## src/rtl/key_matrix_pkg.sv

```systemverilog
// Shared definitions for the key matrix scanner: FSM encoding, event word layout and store depth.
package key_matrix_pkg;

    typedef enum logic {
        ST_DRIVE = 1'b0,
        ST_SCAN  = 1'b1
    } scan_state_t;

    localparam int KM_N_BITS  = 2;
    localparam int KM_M_BITS  = 2;

    // Event word is {press, addr}, press in the MSB.
    localparam int EVT_W      = KM_N_BITS + KM_M_BITS + 1;

    localparam int FIFO_DEPTH = 4;

endpackage

```

## src/rtl/key_evt_fifo.sv

```systemverilog
// Small synchronous FIFO with a valid/ready pop side and a full flag; depth 1 acts as a single register.
module key_evt_fifo #(
    parameter int DEPTH = 4,
    parameter int WIDTH = 5
) (
    input  logic             clk,
    input  logic             reset,
    input  logic             push,
    input  logic [WIDTH-1:0] push_data,
    output logic             full,
    output logic             pop_valid,
    input  logic             pop_ready,
    output logic [WIDTH-1:0] pop_data
);
    localparam int PW    = (DEPTH > 1) ? $clog2(DEPTH) : 1;
    localparam int CW    = $clog2(DEPTH + 1);
    localparam int SLOTS = 1 << PW;
    localparam logic [CW-1:0] FULL_CNT = CW'(DEPTH);

    logic [WIDTH-1:0] mem [SLOTS];
    logic [PW-1:0]    wr_ptr;
    logic [PW-1:0]    rd_ptr;
    logic [CW-1:0]    count;
    logic             do_pop;
    logic             do_push;

    function automatic logic [PW-1:0] ptr_inc(input logic [PW-1:0] p);
        return (p == PW'(DEPTH - 1)) ? '0 : p + 1'b1;
    endfunction

    // A push is accepted into a full store when the head leaves in the same cycle.
    assign do_pop    = (count != '0) && pop_ready;
    assign do_push   = push && ((count != FULL_CNT) || do_pop);
    assign full      = (count == FULL_CNT);
    assign pop_valid = (count != '0);
    assign pop_data  = pop_valid ? mem[rd_ptr] : '0;

    always_ff @(posedge clk or negedge reset) begin
        if (!reset) begin
            wr_ptr <= '0;
            rd_ptr <= '0;
            count  <= '0;
            for (int i = 0; i < SLOTS; i++) begin
                mem[i] <= '0;
            end
        end else begin
            if (do_push) begin
                mem[wr_ptr] <= push_data;
                wr_ptr      <= ptr_inc(wr_ptr);
            end
            if (do_pop) begin
                rd_ptr <= ptr_inc(rd_ptr);
            end
            case ({do_push, do_pop})
                2'b10:   count <= count + 1'b1;
                2'b01:   count <= count - 1'b1;
                default: count <= count;
            endcase
        end
    end

endmodule

```

## src/rtl/key_matrix.sv

```systemverilog
// Row-scanning switch matrix reader with per-key debounce and press/release events (addr = n + m*KEYS_N).
// Build option KEY_MATRIX_FIFO_EN: 4-deep event FIFO instead of a single event register.
module key_matrix
    import key_matrix_pkg::*;
#(
    parameter int KEYS_N        = 4,
    parameter int KEYS_M        = 2,
    parameter int N_BITS        = KM_N_BITS,
    parameter int M_BITS        = KM_M_BITS,
    parameter int SETTLE_CYCLES = 4,
    parameter int SET_BITS      = 3,
    parameter int DB_COUNT      = 3,
    parameter int DB_BITS       = 2
) (
    input  logic                     clk,
    input  logic                     reset,
    output logic [KEYS_N-1:0]        row_drv,
    input  logic [KEYS_M-1:0]        col_sense,
    output logic                     evt_valid,
    input  logic                     evt_ready,
    output logic [N_BITS+M_BITS-1:0] evt_addr,
    output logic                     evt_press,
    output logic [KEYS_N*KEYS_M-1:0] key_state,
    output logic                     scan_done_tick
);
    localparam int AW    = N_BITS + M_BITS;
    localparam int EW    = EVT_W + (N_BITS - KM_N_BITS) + (M_BITS - KM_M_BITS);
    localparam int NKEYS = KEYS_N * KEYS_M;
`ifdef KEY_MATRIX_FIFO_EN
    localparam bit FIFO_EN = 1'b1;
`else
    localparam bit FIFO_EN = 1'b0;
`endif
    localparam int STORE_DEPTH = FIFO_EN ? FIFO_DEPTH : 1;
    localparam logic [DB_BITS:0] DB_LAST = (DB_BITS + 1)'(DB_COUNT);

    scan_state_t         state;
    scan_state_t         state_nxt;
    logic [N_BITS-1:0]   row_idx;
    logic [N_BITS-1:0]   row_nxt;
    logic [M_BITS-1:0]   col_idx;
    logic [M_BITS-1:0]   col_nxt;
    logic [SET_BITS-1:0] settle_cnt;
    logic [SET_BITS-1:0] settle_nxt;
    logic [KEYS_M-1:0]   col_sync1;
    logic [KEYS_M-1:0]   col_sync2;
    logic [KEYS_M-1:0]   samp;
    logic [DB_BITS-1:0]  db_cnt [NKEYS];
    logic [KEYS_N-1:0]   row_onehot;

    logic [AW-1:0]       scan_addr;
    logic                raw_bit;
    logic                cur_state;
    logic [DB_BITS-1:0]  cur_cnt;
    logic [DB_BITS:0]    cnt_plus;

    logic                latch_samp;
    logic                cnt_wr;
    logic [DB_BITS-1:0]  cnt_val;
    logic                flip;
    logic                evt_push;
    logic                tick_nxt;
    logic                advance;

    logic                store_full;
    logic                pop_fire;
    logic                can_push;
    logic [EW-1:0]       push_word;
    logic [EW-1:0]       head_word;

    // Select the key under the scan pointer; loops avoid indexing narrow vectors with wider indices.
    always_comb begin
        scan_addr = AW'(row_idx) + AW'(col_idx) * AW'(KEYS_N);
        raw_bit   = 1'b0;
        cur_state = 1'b0;
        cur_cnt   = '0;
        for (int m = 0; m < KEYS_M; m++) begin
            if (M_BITS'(m) == col_idx) begin
                raw_bit = samp[m];
            end
        end
        for (int k = 0; k < NKEYS; k++) begin
            if (AW'(k) == scan_addr) begin
                cur_state = key_state[k];
                cur_cnt   = db_cnt[k];
            end
        end
        cnt_plus = {1'b0, cur_cnt} + (DB_BITS + 1)'(1);
    end

    assign pop_fire  = evt_valid && evt_ready;
    assign can_push  = !store_full || pop_fire;
    assign push_word = {~cur_state, scan_addr};

    always_comb begin
        state_nxt  = state;
        row_nxt    = row_idx;
        col_nxt    = col_idx;
        settle_nxt = settle_cnt;
        latch_samp = 1'b0;
        cnt_wr     = 1'b0;
        cnt_val    = '0;
        flip       = 1'b0;
        evt_push   = 1'b0;
        tick_nxt   = 1'b0;
        advance    = 1'b0;
        unique case (state)
            ST_DRIVE: begin
                if (settle_cnt == SET_BITS'(SETTLE_CYCLES - 1)) begin
                    latch_samp = 1'b1;
                    settle_nxt = '0;
                    col_nxt    = '0;
                    state_nxt  = ST_SCAN;
                end else begin
                    settle_nxt = settle_cnt + 1'b1;
                end
            end
            ST_SCAN: begin
                advance = 1'b1;
                if (raw_bit == cur_state) begin
                    cnt_wr  = 1'b1;
                    cnt_val = '0;
                end else if (cnt_plus == DB_LAST) begin
                    // A full store freezes the scan on this key so the event is retried, not lost.
                    if (can_push) begin
                        evt_push = 1'b1;
                        flip     = 1'b1;
                        cnt_wr   = 1'b1;
                        cnt_val  = '0;
                    end else begin
                        advance = 1'b0;
                    end
                end else begin
                    cnt_wr  = 1'b1;
                    cnt_val = cur_cnt + 1'b1;
                end
                if (advance) begin
                    if (col_idx == M_BITS'(KEYS_M - 1)) begin
                        col_nxt    = '0;
                        settle_nxt = '0;
                        state_nxt  = ST_DRIVE;
                        if (row_idx == N_BITS'(KEYS_N - 1)) begin
                            row_nxt  = '0;
                            tick_nxt = 1'b1;
                        end else begin
                            row_nxt = row_idx + 1'b1;
                        end
                    end else begin
                        col_nxt = col_idx + 1'b1;
                    end
                end
            end
            default: begin
                state_nxt = ST_DRIVE;
            end
        endcase
    end

    always_comb begin
        row_onehot = '0;
        for (int n = 0; n < KEYS_N; n++) begin
            row_onehot[n] = (row_nxt == N_BITS'(n));
        end
    end

    // row_drv is registered from the next row index so it tracks the FSM and stays low in reset.
    always_ff @(posedge clk or negedge reset) begin
        if (!reset) begin
            state          <= ST_DRIVE;
            row_idx        <= '0;
            col_idx        <= '0;
            settle_cnt     <= '0;
            row_drv        <= '0;
            scan_done_tick <= 1'b0;
        end else begin
            state          <= state_nxt;
            row_idx        <= row_nxt;
            col_idx        <= col_nxt;
            settle_cnt     <= settle_nxt;
            row_drv        <= row_onehot;
            scan_done_tick <= tick_nxt;
        end
    end

    always_ff @(posedge clk or negedge reset) begin
        if (!reset) begin
            col_sync1 <= '0;
            col_sync2 <= '0;
            samp      <= '0;
        end else begin
            col_sync1 <= col_sense;
            col_sync2 <= col_sync1;
            if (latch_samp) begin
                samp <= col_sync2;
            end
        end
    end

    always_ff @(posedge clk or negedge reset) begin
        if (!reset) begin
            key_state <= '0;
            for (int k = 0; k < NKEYS; k++) begin
                db_cnt[k] <= '0;
            end
        end else begin
            for (int k = 0; k < NKEYS; k++) begin
                if (AW'(k) == scan_addr) begin
                    if (cnt_wr) begin
                        db_cnt[k] <= cnt_val;
                    end
                    if (flip) begin
                        key_state[k] <= ~key_state[k];
                    end
                end
            end
        end
    end

    key_evt_fifo #(
        .DEPTH (STORE_DEPTH),
        .WIDTH (EW)
    ) u_evt_store (
        .clk       (clk),
        .reset     (reset),
        .push      (evt_push),
        .push_data (push_word),
        .full      (store_full),
        .pop_valid (evt_valid),
        .pop_ready (evt_ready),
        .pop_data  (head_word)
    );

    assign evt_press = head_word[EW-1];
    assign evt_addr  = head_word[AW-1:0];

endmodule

```

## config.mk

```make
export PLATFORM = sky130hd
export DESIGN_NAME = key_matrix
export DESIGN_NICKNAME = d
export VERILOG_FILES = /design/src/rtl/key_matrix_pkg.sv /design/src/rtl/key_evt_fifo.sv /design/src/rtl/key_matrix.sv
export SDC_FILE = /design/constraint.sdc
export NUM_CORES = 1
export LEC_CHECK = 0
export CORE_ASPECT_RATIO = 0.8
export CORE_MARGIN = 2
export CORE_UTILIZATION = 59
export CTS_BUF_LIST = sky130_fd_sc_hd__clkbuf_4
export DETAILED_ROUTE_END_ITERATION = 10
export PLACE_DENSITY = 0.82
export SLEW_MARGIN = 20
export SYNTH_ARGS = -nofsm -noshare
export SYNTH_HDL_FRONTEND = slang
export SYNTH_SLANG_ARGS = --single-unit
```

## constraint.sdc

```tcl
create_clock -name clk -period 4.63 [get_ports clk]
set_input_delay 0.463 -clock clk [delete_from_list [all_inputs] [get_ports clk]]
set_output_delay 0.463 -clock clk [all_outputs]
set_load 0.02 [all_outputs]
```

**Word-level counts from Yosys, hierarchy flattened**

Cells that the tools add are included.

- Bits in registers: 56
- Bits in latches: 0
- Bits in writable memories: 0
- ROM bits: 0
- Output and inout port bits: 19
- Logic and storage cells: 165
- Memories: 0

- $add $sub $neg: 10
- Multiply operators: 0
- Div/mod/pow operators: 0
- Magnitude comparators: 3
- Equal/unequal tests: 21
- Shift-type cells: 0
- Mux-type cells: 60
- Bitwise logic cells: 13
- Reductions and logical operators: 28

Operator list:

| operator | number |
|---|---|
| $mux 2 | 18 |
| $reduce_and 2->1 | 18 |
| $mux 1 | 28 |
| $mux 5 | 5 |
| $eq 3x4->1 const A | 4 |
| $not 1->1 | 11 |
| $bwmux 10 | 1 |
| $mux 3 | 3 |
| $eq 2x2->1 const B | 4 |
| $eq 2x4->1 const A | 2 |
| $add 2x1->2 const B | 3 |
| $eq 2x1->1 const B | 3 |
| $eq 3x2->1 const B | 2 |
| $pmux 3 s2 | 1 |
| $demux 5 s1 | 1 |
| $add 2x4->4 | 1 |
| $eq 1x4->1 const A | 1 |
| $ge 2x2->1 const B | 2 |
| $logic_not 2->1 | 2 |
| $logic_not 4->1 | 1 |
| $ne 2x1->1 const B | 2 |
| $not 1->2 | 2 |
| $pmux 1 s2 | 2 |
| $pmux 2 s2 | 1 |
| 12 further kinds | 17 |

**Depth between registers and ports, before layout**

Gate-level depths: netlist of run 1.

- Depth after elaboration: 18
- Mapped depth: 11

**Hierarchy**

A second synthesis of run 1 with hierarchy kept.

- Cells, all modules: 240
- Area, all modules: 2647.5 µm²

By module, submodules not included:

| module | times used | cells an instance | area an instance (µm²) | seq. area each (µm²) |
|---|---|---|---|---|
| key_matrix | 1 | 220 | 2349.8 | 1076.0 |
| key_evt_fifo | 1 | 20 | 297.8 | 150.1 |

**Worst setup path before layout of run 1**

Ideal clock, no wire load.

- Path type: register -> register
- Start point: register row_idx[0]
- End point: register row_idx[0]
- Library setup time: 125 ps
- Arrival time: 2439 ps
- Required time: 4505 ps
- Setup slack: 2066 ps
- Cell stages (with the launch flop): 12
- Clock period less this slack: 2564 ps
- Path through: dfrtp_1 > inv_1 > ha_1 > buf_2 > nand2_1 > o211ai_1 > a32oi_1 > nor3_1 > o2111ai_4 > and3_1 > buf_6 > mux2_4

- Cells in the longest elaborated chain, start to end: 17
- Elaborated cells between the ends (all ways): 37
- Classes of those cells: add/sub: 3; eq/ne: 10; mux: 23; reduce/logical: 1

Ends and longest elaborated chain:

| what | RTL line | source |
|---|---|---|
| from (decl) | key_matrix.sv:39 | `logic [N_BITS-1:0] row_idx;` |
| from (signal assigned) | key_matrix.sv:177 | `row_idx <= row_nxt;` |
| $add 2x4->4 | key_matrix.sv:73 | `scan_addr = AW'(row_idx) + AW'(col_idx) * AW'(KEYS_N);` |
| $logic_not 4->1 | key_matrix.sv:83 | `if (AW'(k) == scan_addr) begin` |
| $mux 2 (8 in a row) | key_matrix.sv:83 |  |
| $add 2x1->3 | key_matrix.sv:88 | `cnt_plus = {1'b0, cur_cnt} + (DB_BITS + 1)'(1);` |
| $eq 3x2->1 | key_matrix.sv:123 | `end else if (cnt_plus == DB_LAST) begin` |
| $mux 1 | key_matrix.sv:123 |  |
| $mux 1 | key_matrix.sv:120 | `if (raw_bit == cur_state) begin` |
| $mux 1 | key_matrix.sv:107 | `unique case (state)` |
| $mux 2 | key_matrix.sv:137 | `if (advance) begin` |
| $mux 2 (*) | key_matrix.sv:107 |  |
| via row_nxt[0] | key_matrix.sv:40 | `logic [N_BITS-1:0] row_nxt;` |

Mark *: on every way through the listed nets, which the timed path passes. The rest lies on a longest branch. The select of a mux whose other input is x is not followed.
A chain may end at the register's enable or synchronous reset.

**Worst setup path in the final report of run 1**

- Start point: register row_idx[0]
- End point: register u_evt_store.mem[7] (netlist bit)

- Cells in the longest elaborated chain, start to end: 16
- Elaborated cells between the ends (all ways): 33
- Classes of those cells: add/sub: 2; eq/ne: 9; mux: 20; reduce/logical: 2

Ends and longest elaborated chain:

| what | RTL line | source |
|---|---|---|
| $add 2x4->4 (*) | key_matrix.sv:73 |  |
| $logic_not 4->1 | key_matrix.sv:83 |  |
| $mux 2 (8 in a row) | key_matrix.sv:83 |  |
| $add 2x1->3 | key_matrix.sv:88 |  |
| $eq 3x2->1 | key_matrix.sv:123 |  |
| $mux 1 | key_matrix.sv:123 |  |
| $mux 1 | key_matrix.sv:120 |  |
| $mux 1 | key_matrix.sv:107 |  |
| $logic_and 1x1->1 | key_evt_fifo.sv:33 | `assign do_push = push && ((count != FULL_CNT) \|\| do_pop);` |
| to (signal, indexed assignment) | key_evt_fifo.sv:48 | `mem[wr_ptr] <= push_data;` |
| to (decl) | key_evt_fifo.sv:20 | `logic [WIDTH-1:0] mem [SLOTS];` |

Mark *: on every way between the ends. The rest lies on a longest branch, timed or not.

==> results of run 1 <==
[layer usage]
metal	vias to the layer above	track usage, %
met5	-	0
met4	0	8.18
met3	7	4.22
met2	77	33.9
met1	858	32.1
li1	837	-
[state kept, by name, summed over array words and instances, names as in the netlist]
register          count
col_idx               2
col_sync1             2
col_sync2             2
db_cnt               16
key_state             8
row_drv               4
row_idx               2
samp                  2
scan_done_tick        1
settle_cnt            3
state                 1
u_evt_store.full      1
u_evt_store.mem       5
[final cells by class]
class	count	area (um^2)
fill	323	1340
sequential	49	1230
multi-input combinational	155	1160
timing repair buffer	25	243
tap	57	71.3
clock buffer	5	37.5
inverter	8	30.0
clock inverter	3	17.5
[how the worst max path moves through the flow]
stage | startpoint | endpoint | slack, ns | cells after the start
final | row_idx[0] | u_evt_store.mem[7] | 1.05 | 9
after global routing | row_idx[0] | u_evt_store.mem[7] | 0.76 | 8
after CTS | row_idx[0] | u_evt_store.mem[7] | 1.13 | 9
after detailed placement | row_idx[0] | u_evt_store.mem[7] | 1.19 | 9
after global placement | row_idx[0] | u_evt_store.mem[7] | 1.36 | 8
after floorplan | row_idx[0] | row_idx[0] | 2.07 | 11
[Yosys cell counts (all sizes together)]
master | instances | area (um^2)
dfrtp | 49 | 1230
mux2 | 23 | 267
nand2 | 19 | 71.3
nor2 | 16 | 62.6
a21oi | 11 | 55.1
nor3 | 11 | 70.1
buf | 9 | 63.8
inv | 8 | 30.0
xor2 | 7 | 61.3
and2 | 5 | 31.3
clkbuf | 5 | 18.8
ha | 5 | 62.6
nand4 | 5 | 31.3
nor2b | 5 | 31.3
and4 | 4 | 35.0
nand2b | 4 | 32.5
o21ai | 4 | 20.0
o31ai | 4 | 30.0
a31o | 3 | 26.3
nand3b | 3 | 22.5
a311oi | 2 | 17.5
mux2i | 2 | 20.0
nor3b | 2 | 15.0
o2111ai | 2 | 35.0
o211ai | 2 | 15.0
o21a | 2 | 15.0
o22ai | 2 | 26.3
xnor2 | 2 | 17.5
a2111oi | 1 | 8.76
a221oi | 1 | 8.76
a31oi | 1 | 6.26
a32oi | 1 | 8.76
and3 | 1 | 6.26
nand3 | 1 | 5.00
nand4b | 1 | 8.76
nor4 | 1 | 6.26
nor4b | 1 | 23.8
or3 | 1 | 6.26
[critical path, stage by stage (launching register included)]
cell       delay, ns
dfrtp_1         0.50
inv_1           0.18
ha_1            0.50
nor2_1          0.16
o211ai_1        0.14
a32oi_1         0.16
nor3_1          0.48
o2111ai_1       0.51
nor2_1          0.45
mux2_2          0.39
[stage by stage]
step	setup WS (ns)	instance area, um^2
6_report	1.05	2790
5_1_grt	0.763	2790
4_1_cts	1.13	2780
3_5_place_dp	1.19	2730
3_3_place_gp	1.36	2730
2_1_floorplan	2.07	2500
[kinds of logic after synthesis]
group           Yosys count  share of synthesized area, %
flops                    49                          49.1
compound gates           36                          10.9
xor+xnor                  9                          3.15
buf+inv                  22                          4.51
fa+ha+maj                 5                          2.50
mux                      25                          11.5
simple gates             80                          18.4
[power breakdown]
group          internal (mW)  total (mW)  leakage [nW]  switching (mW)
clock                 0.0574       0.194        0.0310           0.137
sequential             0.437       0.442         0.602         0.00460
combinational         0.0114      0.0289         0.520          0.0175
total                  0.506       0.665          1.15           0.159
==> results.sh, run 1 <==
export IMPL_ys_warn_count=0
export IMPL_hold_viol_final=0
export IMPL_dr_first_iter_drc_count=108
export IMPL_ant_nets=0
export IMPL_grt_pass1_vias=1712
export IMPL_required_ns=4.91
export IMPL_die_x_um=76.8
export IMPL_portBuffers=23
export IMPL_status="finished clean"
export IMPL_grt_usage_pct=22.3
export IMPL_power_density_nw_per_um2=239
export IMPL_max_cap_viol_count=0
export IMPL_routed_wl_mm=4.74
export IMPL_vdd_drop_max_mv=0.211
export IMPL_drc_errors=0
export IMPL_layout_commonest_cell="dfrtp_1"
export IMPL_endpoint_kind="flop"
export IMPL_die_h_um=62.2
export IMPL_cts_tree="yes"
export IMPL_wl_per_cell_um=15.7
export IMPL_critPathMaxFanout=15
export IMPL_regToRegEndpoint="u_evt_store.mem[7]"
export IMPL_yosysSeqAreaShare_pct=49.1
export IMPL_syn_area_per_cell_um2=11.1
export IMPL_cts_repair_resized=0
export IMPL_worstPathArrival_ns=3.86
export IMPL_finalSetupViolations=0
export IMPL_vias_per_cell=5.89
export IMPL_synth_seq_cells=49
export IMPL_tightest_slew_ns=0.949
export IMPL_slew_limit_headroom_pct=36.7
export IMPL_drt_pass1_iterations=6
export IMPL_start_util_pct=60.6
export IMPL_grt_antenna_before_repair=0
export IMPL_final_cells=302
export IMPL_gp_congestion=0.889
export IMPL_mappedNetlistArea_um2=2500
export IMPL_slew_viol_final=0
export IMPL_setup_tns_ns=0
export IMPL_synthDistinctLibCells=45
export IMPL_total_power_mw=0.665
export IMPL_wl_met2_mm=2.22
export IMPL_mostFrequentLayoutCells="dfrtp_1 (49), clkdlybuf4s50_1 (22), mux2_2 (21)"
export IMPL_grt_setup_unrepaired="false"
export IMPL_gr_total_overflow=0
export IMPL_dp_cells=294
export IMPL_wl_met1_mm=2.15
export IMPL_met3_length_um=297
export IMPL_cts_setup_buffers=0
export IMPL_finalCritPeriodShare_pct=77.3
export IMPL_whs_ns=0.0766
export IMPL_nets=254
export IMPL_critPathKind="reg2reg"
export IMPL_cts_sinks=49
export IMPL_skew_ns=0.0108
export IMPL_grt_pass1_wl_mm=8.29
export IMPL_hold_path_class="in2async"
export IMPL_fmaxAchievable_mhz=279
export IMPL_p_leak_nw=1.15
export IMPL_r2r_start="row_idx[0]"
export IMPL_coreArea_um2=4130
export IMPL_diodes=0
export IMPL_dp_hpwl_mm=3.25
export IMPL_path_clk_slew_ns=0.14
export IMPL_utilization_pct=67.5
export IMPL_cts_made_buffers=5
export IMPL_r2r_slack_ns=1.05
export IMPL_drive_above_1_share_pct=18.4
export IMPL_clock_latency_ns=0.38
export IMPL_die_area_um2=4770
export IMPL_ctsHoldBuffers=0
export IMPL_route_top_layer_used="met4"
export IMPL_syn_num_nets=236
export IMPL_cts_root_buf="clkbuf_4"
export IMPL_io_pin_count=24
export IMPL_synthCells=226
export IMPL_startpoint_type="flop"
export IMPL_grt_max_degree=50
export IMPL_cts_path_max_buffers=2
export IMPL_area_growth_pct=11.5
export IMPL_htree_levels=2
export IMPL_period_needed_ns=3.58
export IMPL_num_vias=1779
export IMPL_rr_worst_depth=9
export IMPL_row_count=21
Power figures use the tool's default switching activity.
==> run 2: changes to the inputs <==
Clock period 4.63 ns to 3.5 ns, I/O delays scaled along.
==> run 2 against run 1 <==
Against the previous run:
- the run now ends with negative hold slack left
- sequential share of layout area decreased by 0.35 points
- hold slack lost 0.098 ns
- clock power up 29%
- register-to-register slack worse by 0.75 ns
- sequential power is 32% higher
- die area is the same
- global-route usage shrank 0.59 points
- sequential cell count unchanged
- setup slack worse by 0.75 ns
- cell area grew 0.81%
- routed wire length grew 0.13%
- clock skew fell by 0.0021 ns
==> results.sh, run 2 (synthesized netlist as in run 1, its figures left out) <==
export IMPL_critPathMaxFanout=16
export IMPL_slew_limit_headroom_pct=48.8
export IMPL_crit_chain="inv_1 -> ha_1 -> nor2_1 -> o211ai_1 -> a32oi_1 -> nor3_1 -> o2111ai_4 -> and3_1 -> mux2_4"
export IMPL_regToRegEndpoint="row_idx[0]"
export IMPL_io_pin_count=24
export IMPL_gr_total_overflow=0
export IMPL_dp_slack_ns=0.367
export IMPL_diodes=0
export IMPL_ctsHoldBuffers=0
export IMPL_required_ns=3.76
export IMPL_layout_commonest_cell="dfrtp_1"
export IMPL_coreArea_um2=4130
export IMPL_skew_ns=0.00871
export IMPL_cp_slowest_cell="dfrtp_1"
export IMPL_total_power_mw=0.873
export IMPL_finalSetupViolations=0
export IMPL_cpPeakStageDelay_ns=0.54
export IMPL_wl_per_cell_um=15.6
export IMPL_n_fill_cell=335
export IMPL_cts_made_buffers=5
export IMPL_setup_tns_ns=0
export IMPL_period_needed_ns=3.20
export IMPL_drive_above_1_share_pct=19.0
export IMPL_fmaxAchievable_mhz=312
export IMPL_cts_path_max_buffers=2
export IMPL_grt_setup_unrepaired="false"
export IMPL_cts_setup_buffers=0
export IMPL_regArea_um2=1230
export IMPL_row_count=21
export IMPL_worst_path_buf_inv=1
export IMPL_grt_usage_pct=21.7
export IMPL_die_x_um=76.8
export IMPL_whs_ns=-0.0217
export IMPL_area_growth_pct=12.4
export IMPL_reg_top3="db_cnt: 16 flops, key_state: 8 flops, u_evt_store.mem: 5 flops"
export IMPL_tightest_slew_ns=0.768
export IMPL_ant_nets=0
export IMPL_critPathTopFamily="compound AO/OA/AOI/OAI gates"
export IMPL_grt_antenna_before_repair=0
export IMPL_endpoint_kind="flop"
export IMPL_post_dp_cell_area_um2=2750
export IMPL_multi_input_area_um2=1160
export IMPL_cts_sinks=49
export IMPL_gp_congestion=0.897
export IMPL_critPathKind="reg2reg"
export IMPL_setup_ws_ns=0.296
export IMPL_dp_cells=297
export IMPL_grt_pass1_wl_mm=8.27
export IMPL_vias_per_cell=5.86
export IMPL_nets=257
export IMPL_slew_viol_final=0
export IMPL_grt_pass1_vias=1663
export IMPL_path_clk_slew_ns=0.13
export IMPL_clock_latency_ns=0.36
export IMPL_largest_reg_flops=16
export IMPL_status="complete, but fails checks"
export IMPL_hold_path_class="in2async"
export IMPL_die_area_um2=4770
export IMPL_start_util_pct=60.6
export IMPL_top_register="db_cnt"
export IMPL_utilization_pct=68.1
export IMPL_routed_wl_mm=4.74
export IMPL_drc_errors=0
export IMPL_hold_viol_final=49
export IMPL_dr_first_iter_drc_count=119
export IMPL_power_density_nw_per_um2=311
export IMPL_max_cap_viol_count=0
export IMPL_cts_tree="yes"
export IMPL_grt_max_degree=50
export IMPL_startpoint_type="flop"
export IMPL_finalCritPeriodShare_pct=91.5
export IMPL_num_vias=1787
export IMPL_portBuffers=23
export IMPL_worstPathArrival_ns=3.46
export IMPL_mostFrequentLayoutCells="dfrtp_1 (49), clkdlybuf4s50_1 (22), mux2_2 (21)"
export IMPL_stdcell_area_um2=2810
export IMPL_rr_worst_depth=9
export IMPL_dp_hpwl_mm=3.39
export IMPL_r2r_slack_ns=0.30
export IMPL_drt_pass1_iterations=4
export IMPL_final_cells=305
export IMPL_r2r_start="row_idx[0]"
export IMPL_vdd_drop_max_mv=0.258
export IMPL_htree_levels=2
export IMPL_cp_num_cells=9
export IMPL_violations="negative hold slack"
export IMPL_die_h_um=62.2
export IMPL_p_leak_nw=1.17
export IMPL_cts_root_buf="clkbuf_4"
export IMPL_cts_repair_resized=0
[run 2: worst max path at each step]
| stage | start | to | slack, ns |
|---|---|---|---|
| 2_1_floorplan | row_idx[0] | row_idx[0] | 0.94 |
| 3_3_place_gp | row_idx[0] | row_idx[1] | 0.49 |
| 3_5_place_dp | row_idx[0] | row_idx[0] | 0.37 |
| 4_1_cts | row_idx[0] | row_idx[0] | 0.35 |
| 5_1_grt | row_idx[0] | row_idx[0] | 0.08 |
| 6_report | row_idx[0] | row_idx[0] | 0.30 |
[run 2: worst reg2reg max path: stages, from the launching register on]
cell,delay [ns]
dfrtp_1,0.54
inv_1,0.14
ha_1,0.40
nor2_1,0.26
o211ai_1,0.13
a32oi_1,0.30
nor3_1,0.16
o2111ai_4,0.42
and3_1,0.42
mux2_4,0.33
[run 2: layer usage]
metal	share of wire, %	GRT usage, %	vias to the layer above	routed length (um)
li1	-	-	847	-
met1	48	34.1	885	2290
met2	46	30.9	50	2160
met3	5.2	4.07	5	249
met4	0.84	5.45	0	40
met5	0	0	-	0
[run 2: power breakdown]
| group | total [mW] | internal, mW | switching, mW |
|---|---|---|---|
| logic | 0.0385 | 0.0158 | 0.0227 |
| registers | 0.584 | 0.578 | 0.00632 |
| clock network | 0.250 | 0.0764 | 0.174 |
[run 2: cell type report]
type / count / share of cell area (%)
multi-input cells: 155 / 41.3
well taps: 57 / 2.54
clock buffers: 5 / 1.34
inverters: 8 / 1.07
flip-flops and latches: 49 / 43.7
repair buffers: 28 / 9.45
clock inverters: 3 / 0.624
==> run 3: changes to the inputs <==
Settings changed: ABC_CLOCK_PERIOD_IN_PS set to 3500, CORE_UTILIZATION 59 to 57, CTS_BUF_LIST sky130_fd_sc_hd__clkbuf_4 to unset, PLACE_DENSITY 0.82 to 0.8, SETUP_SLACK_MARGIN set to 0.2.
==> run 3 against run 2 <==
Against the previous run:
- the flow now finishes without violations
- final cell count fell by 0.33%
- sequential power about the same
- sequential share of layout area down 0.80 points
- first-iteration DRC count shrank 8.4%
- critical path depth is the same
- cell area grew 1.9%
- largest cell class unchanged
- largest power group unchanged
==> results.sh, run 3 (synthesized netlist as in run 1, its figures left out) <==
export IMPL_setup_tns_ns=0
export IMPL_grt_antenna_before_repair=0
export IMPL_drive_above_1_share_pct=21.1
export IMPL_n_fill_cell=307
export IMPL_dp_cells=296
export IMPL_htree_levels=2
export IMPL_rr_worst_depth=9
export IMPL_utilization_pct=68.0
export IMPL_row_count=21
export IMPL_die_area_um2=4930
export IMPL_num_vias=1720
export IMPL_slew_limit_headroom_pct=51.3
export IMPL_critPathKind="reg2reg"
export IMPL_regArea_um2=1230
export IMPL_power_density_nw_per_um2=340
export IMPL_total_power_mw=0.973
export IMPL_layout_commonest_cell="dfrtp_1"
export IMPL_required_ns=3.69
export IMPL_multi_input_area_um2=1170
export IMPL_hold_path_class="in2async"
export IMPL_area_growth_pct=14.5
export IMPL_wl_per_cell_um=15.6
export IMPL_finalCritPeriodShare_pct=89.9
export IMPL_grt_pass1_vias=1695
export IMPL_slew_viol_final=0
export IMPL_io_pin_count=24
export IMPL_r2r_slack_ns=0.35
export IMPL_mostFrequentLayoutCells="dfrtp_1 (49), clkdlybuf4s50_1 (22), mux2_2 (21)"
export IMPL_cts_sinks=49
export IMPL_crit_start="row_idx[0]"
export IMPL_cts_root_buf="clkbuf_8"
export IMPL_grt_setup_unrepaired="false"
export IMPL_grt_usage_pct=21.3
export IMPL_vias_per_cell=5.66
export IMPL_max_cap_viol_count=0
export IMPL_dr_first_iter_drc_count=109
export IMPL_drc_errors=0
export IMPL_finalSetupViolations=0
export IMPL_ant_nets=0
export IMPL_drt_pass1_iterations=4
export IMPL_startpoint_type="flop"
export IMPL_cts_path_max_buffers=2
export IMPL_dp_hpwl_mm=3.23
export IMPL_period_needed_ns=3.15
export IMPL_die_x_um=78.0
export IMPL_final_cells=304
export IMPL_hold_viol_final=0
export IMPL_gp_congestion=0.928
export IMPL_start_util_pct=59.4
export IMPL_tightest_slew_ns=0.731
export IMPL_nets=256
export IMPL_endpoint_kind="flop"
export IMPL_gr_total_overflow=0
export IMPL_worstPathArrival_ns=3.33
export IMPL_cts_made_buffers=5
export IMPL_vdd_drop_max_mv=0.288
export IMPL_routed_wl_mm=4.74
export IMPL_reg_top3="db_cnt: 16 flops, key_state: 8 flops, u_evt_store.mem: 5 flops"
export IMPL_skew_ns=0.00270
export IMPL_fmaxAchievable_mhz=318
export IMPL_p_leak_nw=1.18
export IMPL_coreArea_um2=4200
export IMPL_largest_reg_flops=16
export IMPL_path_clk_slew_ns=0.08
export IMPL_ctsHoldBuffers=0
export IMPL_portBuffers=23
export IMPL_die_h_um=63.2
export IMPL_status="finished clean"
export IMPL_endpoint="row_idx[1]"
export IMPL_regToRegEndpoint="row_idx[1]"
export IMPL_clock_latency_ns=0.30
export IMPL_grt_pass1_wl_mm=8.17
export IMPL_cts_tree="yes"
export IMPL_diodes=0
export IMPL_top_register="db_cnt"
export IMPL_r2r_start="row_idx[0]"
export IMPL_critPathMaxFanout=16
export IMPL_grt_max_degree=50
-- run 3: layout make-up --
type | count | share of cell area [%]
sequential | 49 | 42.9
clock buffer | 7 | 3.37
inverter | 8 | 1.05
multi-input combinational | 155 | 41.0
clock inverter | 1 | 0.175
timing repair buffer | 27 | 9.01
tap | 57 | 2.49
-- run 3: worst min-delay path by stage --
stage | startpoint | endpoint | slack, ns
6_report | reset | key_state[1] | 0.04
5_1_grt | reset | key_state[2] | 0.09
4_1_cts | reset | key_state[2] | 0.26
3_5_place_dp | col_sync1[1] | col_sync2[1] | 0.33
3_3_place_gp | col_sync1[1] | col_sync2[1] | 0.33
2_1_floorplan | reset | col_idx[0] | 0.05
-- run 3: where the power goes --
group / switching [mW] / total, mW / internal, mW
clock: 0.173 / 0.351 / 0.178
sequential: 0.00582 / 0.583 / 0.577
combinational: 0.0231 / 0.0390 / 0.0159
-- run 3: repair_timing --
item	CTS	global route
gates resized for setup	0	5
buffers inserted	0	0
endpoints found under the setup margin	0	25
-- run 3: layer usage --
layer / GRT usage (%) / vias up / share of wire [%]
met5: 0 / - / 0
met4: 7.24 / 0 / 1.4
met3: 4.44 / 9 / 5.1
met2: 31.5 / 54 / 44
met1: 31.6 / 818 / 49
li1: - / 839 / -
-- run 3: per-stage QoR --
stage | worst slack [ns] | hold slack, ns | instance area, um^2
2_1_floorplan | 0.936 | 0.0544 | 2500
3_5_place_dp | 0.366 | 0.335 | 2740
4_1_cts | 0.265 | 0.264 | 2840
6_report | 0.354 | 0.0400 | 2860
3_3_place_gp | 0.452 | 0.333 | 2740
5_1_grt | 0.225 | 0.0915 | 2860
-- run 3: critical path, stage by stage (launching register included) --
cell and delay [ns]:
dfrtp_1 0.51, inv_1 0.16, ha_2 0.31, nor2_1 0.26
o211ai_1 0.17, a32oi_1 0.36, nor3_2 0.13, o2111ai_4 0.44
and3_2 0.38, mux2_4 0.32
